--- config.mk ---
export PLATFORM = sky130hd
export DESIGN_NAME = mem_block_mover
export DESIGN_NICKNAME = d
export VERILOG_FILES = /design/src/rtl/mem_block_mover_pkg.sv /design/src/rtl/mem_block_mover.sv
export SDC_FILE = /design/constraint.sdc
export NUM_CORES = 1
export LEC_CHECK = 0
export BUFFER_PORTS_ARGS = -buffer_cell sky130_fd_sc_hd__buf_2
export CORE_MARGIN = 5
export CORE_UTILIZATION = 40
export CTS_CLUSTER_SIZE = 8
export DETAILED_ROUTE_END_ITERATION = 7
export SYNTH_ARGS = -nofsm -noshare
export SYNTH_HDL_FRONTEND = slang
export SYNTH_SLANG_ARGS = --single-unit
--- constraint.sdc ---
create_clock -name clk_i -period 3.7 [get_ports clk_i]
set_input_delay 1.11 -clock clk_i [delete_from_list [all_inputs] [get_ports clk_i]]
set_output_delay 1.11 -clock clk_i [all_outputs]
set_load 0.005 [all_outputs]
--- src/rtl/mem_block_mover_pkg.sv ---
// ---------------------------------------------------------------------------
// mem_block_mover_pkg
// Shared types and default sizes for the data-memory block mover.
//   state_e : transfer sequencer states (IDLE, READ, WRITE, DONE)
//   mode_e  : transfer kind (MODE_COPY = memory to memory, MODE_FILL = constant)
//   ADDR_W_DEF / DATA_W_DEF : default address / data widths (256 x 8 memory)
// ---------------------------------------------------------------------------
package mem_block_mover_pkg;

  localparam int ADDR_W_DEF = 8;
  localparam int DATA_W_DEF = 8;

  typedef enum logic [1:0] {
    IDLE  = 2'd0,
    READ  = 2'd1,
    WRITE = 2'd2,
    DONE  = 2'd3
  } state_e;

  typedef enum logic {
    MODE_COPY = 1'b0,
    MODE_FILL = 1'b1
  } mode_e;

endpackage

--- src/rtl/mem_block_mover.sv ---
// ---------------------------------------------------------------------------
// mem_block_mover
// Bus initiator for the data memory. On a start request it either copies a
// block (read source byte, write destination byte, ascending) or fills a
// block with a constant. Owns the memory port while busy_o is high.
//
// Optional build macro: MEM_BLOCK_MOVER_CHECKSUM_EN adds checksum_o, the
// modulo-2**DATA_W sum of every byte written during the last transfer.
//
// Ports:
//   clk_i        in   clock, rising edge
//   rst_i        in   synchronous active-high reset
//   start_i      in   request pulse, sampled only in IDLE
//   mode_i       in   0 = COPY, 1 = FILL (captured with start_i)
//   src_i        in   copy source base address
//   dst_i        in   destination base address
//   len_i        in   byte count, 0 = no transfer
//   fill_i       in   fill value
//   checksum_o   out  (macro only) sum of bytes written by last transfer
//   busy_o       out  high in READ and WRITE
//   done_o       out  one-cycle completion pulse
//   mem_we_o     out  memory write enable
//   mem_addr_o   out  memory address
//   mem_wdata_o  out  memory write data
//   mem_rdata_i  in   memory read data, combinational with mem_addr_o
// ---------------------------------------------------------------------------
module mem_block_mover
  import mem_block_mover_pkg::*;
#(
  parameter int ADDR_W = ADDR_W_DEF,
  parameter int DATA_W = DATA_W_DEF
) (
  input  logic              clk_i,
  input  logic              rst_i,
  input  logic              start_i,
  input  logic              mode_i,
  input  logic [ADDR_W-1:0] src_i,
  input  logic [ADDR_W-1:0] dst_i,
  input  logic [ADDR_W-1:0] len_i,
  input  logic [DATA_W-1:0] fill_i,
`ifdef MEM_BLOCK_MOVER_CHECKSUM_EN
  output logic [DATA_W-1:0] checksum_o,
`endif
  output logic              busy_o,
  output logic              done_o,
  output logic              mem_we_o,
  output logic [ADDR_W-1:0] mem_addr_o,
  output logic [DATA_W-1:0] mem_wdata_o,
  input  logic [DATA_W-1:0] mem_rdata_i
);

  state_e            r_state;
  state_e            w_state_next;
  mode_e             r_mode;
  logic [ADDR_W-1:0] r_src;
  logic [ADDR_W-1:0] r_dst;
  logic [ADDR_W-1:0] r_cnt;
  logic [DATA_W-1:0] r_fill;
  logic [DATA_W-1:0] r_data;
  logic [DATA_W-1:0] w_wdata;

  // Byte that a WRITE cycle puts on the bus.
  assign w_wdata = (r_mode == MODE_FILL) ? r_fill : r_data;

  // Next-state logic
  always_comb begin
    w_state_next = r_state;
    case (r_state)
      IDLE: begin
        if (start_i) begin
          if (len_i == '0)
            w_state_next = DONE;
          else if (mode_e'(mode_i) == MODE_FILL)
            w_state_next = WRITE;
          else
            w_state_next = READ;
        end
      end
      READ:  w_state_next = WRITE;
      WRITE: begin
        // r_cnt still holds the pre-decrement count during this cycle.
        if (r_cnt == ADDR_W'(1))
          w_state_next = DONE;
        else if (r_mode == MODE_COPY)
          w_state_next = READ;
        else
          w_state_next = WRITE;
      end
      DONE:    w_state_next = IDLE;
      default: w_state_next = IDLE;
    endcase
  end

  // State register and datapath registers
  always_ff @(posedge clk_i) begin
    if (rst_i) begin
      r_state <= IDLE;
      r_mode  <= MODE_COPY;
      r_src   <= '0;
      r_dst   <= '0;
      r_cnt   <= '0;
      r_fill  <= '0;
      r_data  <= '0;
    end else begin
      r_state <= w_state_next;
      case (r_state)
        IDLE: begin
          if (start_i) begin
            r_mode <= mode_e'(mode_i);
            r_src  <= src_i;
            r_dst  <= dst_i;
            r_cnt  <= len_i;
            r_fill <= fill_i;
          end
        end
        READ: r_data <= mem_rdata_i;
        WRITE: begin
          r_dst <= r_dst + ADDR_W'(1);
          if (r_mode == MODE_COPY)
            r_src <= r_src + ADDR_W'(1);
          r_cnt <= r_cnt - ADDR_W'(1);
        end
        default: ;
      endcase
    end
  end

`ifdef MEM_BLOCK_MOVER_CHECKSUM_EN
  logic [DATA_W-1:0] r_csum;

  always_ff @(posedge clk_i) begin
    if (rst_i)
      r_csum <= '0;
    else if (r_state == IDLE && start_i)
      r_csum <= '0;
    else if (r_state == WRITE)
      r_csum <= r_csum + w_wdata;
  end

  assign checksum_o = r_csum;
`endif

  // Moore output decode. The write strobe is additionally masked by rst_i so
  // the edge that aborts a transfer never commits a byte to memory.
  always_comb begin
    busy_o      = 1'b0;
    done_o      = 1'b0;
    mem_we_o    = 1'b0;
    mem_addr_o  = '0;
    mem_wdata_o = '0;
    case (r_state)
      READ: begin
        busy_o     = 1'b1;
        mem_addr_o = r_src;
      end
      WRITE: begin
        busy_o      = 1'b1;
        mem_we_o    = ~rst_i;
        mem_addr_o  = r_dst;
        mem_wdata_o = w_wdata;
      end
      DONE:    done_o = 1'b1;
      default: ;
    endcase
  end

endmodule
==> Flow_metrics.wiki <==
{| class="wikitable"
! Metric !! Value
|-
| Status || finished, final reports clean
|-
| Sequential standard cell area || 860.8 µm²
|-
| Global Route Usage Sum || 18.56%
|-
| Number of DRC violations after detailed routing || 0
|-
| Post-Synthesis Net Count || 371
|-
| Maximum clock insertion buffer count || 2
|-
| Peak VDD IR || 0.4458 mV
|-
| Full die area || 7917 µm²
|-
| Source of the critical timing path || r_state[0]
|-
| Initial DRC count || 171
|-
| Post-synthesis cell type with the largest combined area || sky130_fd_sc_hd__dfxtp_1
|-
| Fraction of synthesized cell area taken by the top area cell type || 34.50%
|-
| Setup repair bufs after CTS || 0
|-
| Reg-to-Reg Start || r_state[0]
|-
| Clock transition at the registers of the reported paths || 80 ps
|-
| Total of fill cells in the finished design || 592
|-
| Number of buffers added by the clock tree synthesis step || 5
|-
| Area of the multi-input gates || 1506 µm²
|-
| Min cycle time layout || 2981 ps
|-
| Setup crit end || mem_addr_o[2]
|-
| Max-slew violation total from the final report || 0
|-
| Cell types with the largest area share after synthesis || sky130_fd_sc_hd__dfxtp_1, sky130_fd_sc_hd__mux2i_1, sky130_fd_sc_hd__nand2_1, sky130_fd_sc_hd__a21oi_1, sky130_fd_sc_hd__nor2_1
|-
| Cells after Synth || 318
|-
| Fmax || 0.3355 GHz
|-
| Avg WL per Cell || 15.34 µm
|-
| Commonest register cell after synthesis || sky130_fd_sc_hd__dfxtp_1
|-
| Standard cell core area || 5991 µm²
|-
| Half-perimeter wire length of the detailed placement result || 4.956 mm
|-
| CP Launch Type || flop
|-
| Routed wire length || 6.872 mm
|-
| Setup violation total in the final timing report || 0
|-
| Die height || 88.98 µm
|-
| Growth of design area from synthesis to finish || 18.96%
|-
| Number of nets with antenna violations after detailed routing || 0
|-
| Vias post-DR || 2483
|-
| Power density over cell area || 726.7 nW/µm²
|-
| Overall die width || 88.98 µm
|-
| Critical Path Sink Type || output port
|-
| Total gr overflow || 0
|-
| Layout cells sized above 1 || 22.25%
|-
| Post-cts sizing count || 0
|-
| Detail-routed via count per cell || 5.542
|-
| Mapped cell area || 2495 µm²
|-
| Synthesis Warnings || 0
|-
| Number of diodes || 0
|-
| # rows || 28
|-
| Via count of the first global-routing pass || 2386
|-
| Critical path class || reg -> out
|-
| Clock root buffer master || sky130_fd_sc_hd__clkbuf_8
|-
| Total I/O pin count || 63
|-
| Weighted congestion reported at the end of routability-driven placement || 0.8773
|-
| Max H-tree Level || 2
|-
| Unique masters post-synth || 42
|-
| Required time of the critical path || 2590 ps
|-
| CTS sink cnt || 43
|-
| Worst reg2reg path depth || 7
|-
| Critical path fanouts, max || 23
|-
| Clock tree skew after final layout || 5.940 ps
|-
| Unrepaired setup endpoints after global routing || no
|-
| Number of enable flip-flop cells after synthesis || 0
|-
| Final total power || 2157 µW
|-
| Antenna violations before repair || 0
|-
| Number of buffers added on ports || 62
|-
| Initial cell density of the core || 41.65%
|-
| Final worst-path cycle share || 80.56%
|-
| CTS tree || done
|-
| Critical R2R Capture || r_cnt[5]
|-
| Sequential-to-total area share from yosys stat || 34.50%
|-
| Final net count || 425
|-
| Max-slew headroom at the worst pin || 59.44%
|-
| First-pass GRT wire length || 11.64 mm
|-
| Post-synthesis average cell area || 7.846 µm²
|-
| Max capacitance violation total || 0
|-
| Flop2flop setup slack || 1320 ps
|-
| Worst-skew pair later-pin latency || 300 ps
|-
| Kind of path behind the tightest hold check || reg -> reg
|-
| Total negative slack || 0 ps
|-
| Static leakage || 0.001200 µW
|-
| Post-synthesis async set-or-reset flop share || 0%
|-
| Number of hold violations in the final report || 0
|-
| Number of buffers inserted for hold repair after clock tree synthesis || 0
|-
| Worst-Margin Slew || 607.6 ps
|-
| Length of the first detailed-routing pass in iterations || 4
|-
| Largest net degree at the start of global routing || 41
|-
| Number of flip-flops and latches in the synthesized netlist || 43
|-
| Arr. time, crit path || 1870 ps
|}
[per-layer routing]
layer	part of all wire [%]	track usage, %
met1	48	26.72
met2	45	28.34
met3	5.9	4.055
met4	0.87	4.465
met5	0	0
[critical path: stages (launching register included)]
cell and delay [ps]:
sky130_fd_sc_hd__dfxtp_1 350, sky130_fd_sc_hd__inv_1 120, sky130_fd_sc_hd__ha_1 430, sky130_fd_sc_hd__buf_4 340
sky130_fd_sc_hd__a22oi_1 100, sky130_fd_sc_hd__nor2b_1 110, sky130_fd_sc_hd__buf_2 110
[final cells by class]
type,instances,share of cell area (%)
tap,75,3.162
clock inverter,2,1.180
timing repair buffer,68,11.97
inverter,9,1.138
clock buffer,6,2.782
sequential,43,29.01
multi-input combinational,245,50.76
[power breakdown]
| part | internal [µW] | total, µW | switching (µW) |
|---|---|---|---|
| Combinational | 424 | 1010 | 588 |
| Clock | 219 | 387 | 168 |
| Sequential | 600 | 758 | 158 |
| Total | 1240 | 2160 | 914 |
[worst min path at each step]
stage / startpoint / end / slack, ps / cells past startpoint
2_1_floorplan: r_fill[0] / r_fill[0] / 440 / 2
6_report: r_fill[5] / r_fill[5] / 460 / 2
3_5_place_dp: r_fill[7] / r_fill[7] / 450 / 2
3_3_place_gp: r_fill[3] / r_fill[3] / 440 / 2
4_1_cts: r_fill[2] / r_fill[2] / 460 / 2
5_1_grt: r_fill[0] / r_fill[0] / 480 / 2
[sequential cells by signal, summed over array words and instances (netlist names)]
register	cells
r_fill	8
r_cnt	8
r_data	8
r_dst	8
r_src	8
r_mode	1
r_state	2
[cell usage after synthesis (5+ instances only)]
| library cell | instances |
|---|---|
| sky130_fd_sc_hd__a22oi_1 | 9 |
| sky130_fd_sc_hd__a211oi_1 | 5 |
| sky130_fd_sc_hd__nand2_1 | 42 |
| sky130_fd_sc_hd__nor2b_1 | 13 |
| sky130_fd_sc_hd__clkbuf_1 | 11 |
| sky130_fd_sc_hd__o21ai_0 | 21 |
| sky130_fd_sc_hd__nor2_1 | 35 |
| sky130_fd_sc_hd__dfxtp_1 | 43 |
| sky130_fd_sc_hd__nand3_1 | 6 |
| sky130_fd_sc_hd__a21oi_1 | 28 |
| sky130_fd_sc_hd__mux2i_1 | 21 |
| sky130_fd_sc_hd__nand4_1 | 6 |
| sky130_fd_sc_hd__ha_1 | 9 |
| sky130_fd_sc_hd__o2bb2ai_1 | 5 |
| sky130_fd_sc_hd__inv_1 | 8 |
| sky130_fd_sc_hd__buf_2 | 9 |
[layout by cell type (no fill, tap or decap), types with 3 or more instances in the layout]
cell type	instances
sky130_fd_sc_hd__nor2_1	35
sky130_fd_sc_hd__buf_4	6
sky130_fd_sc_hd__inv_1	8
sky130_fd_sc_hd__a211oi_1	5
sky130_fd_sc_hd__o21a_1	3
sky130_fd_sc_hd__o21ai_0	21
sky130_fd_sc_hd__buf_2	62
sky130_fd_sc_hd__nor2b_1	13
sky130_fd_sc_hd__nand2_1	42
sky130_fd_sc_hd__o2bb2ai_1	5
sky130_fd_sc_hd__and3_1	3
sky130_fd_sc_hd__nand3_1	6
sky130_fd_sc_hd__nand4_1	6
sky130_fd_sc_hd__a21oi_1	28
sky130_fd_sc_hd__ha_1	9
sky130_fd_sc_hd__mux2i_1	21
sky130_fd_sc_hd__nor3_1	4
sky130_fd_sc_hd__o32ai_1	3
sky130_fd_sc_hd__a22oi_1	9
sky130_fd_sc_hd__clkbuf_8	6
sky130_fd_sc_hd__dfxtp_1	43
sky130_fd_sc_hd__and2_1	3
[metrics by stage]
stage | hold WS, ps | cells | cell area, µm² | util [%] | worst slack, ps
2_1_floorplan | 436.0 | 318 | 2495 | - | 979.1
3_3_place_gp | 442.4 | 440 | 2850 | 47.58 | 1111
4_1_cts | 459.7 | 448 | 2968 | 49.54 | 708.8
6_report | 459.0 | 448 | 2968 | 49.54 | 719.4
3_5_place_dp | 447.2 | 440 | 2850 | 47.58 | 1045
5_1_grt | 483.6 | 448 | 2968 | 49.54 | 544.2
[cell families after synthesis]
family | synth area share [%]
and+or+nand+nor | 24.47
adders and majority gates | 4.514
AOI/OAI and AO/OA | 22.07
buffers and inverters | 5.115
DFF | 34.50
muxes | 9.328
(Power assumes the default switching activity.)
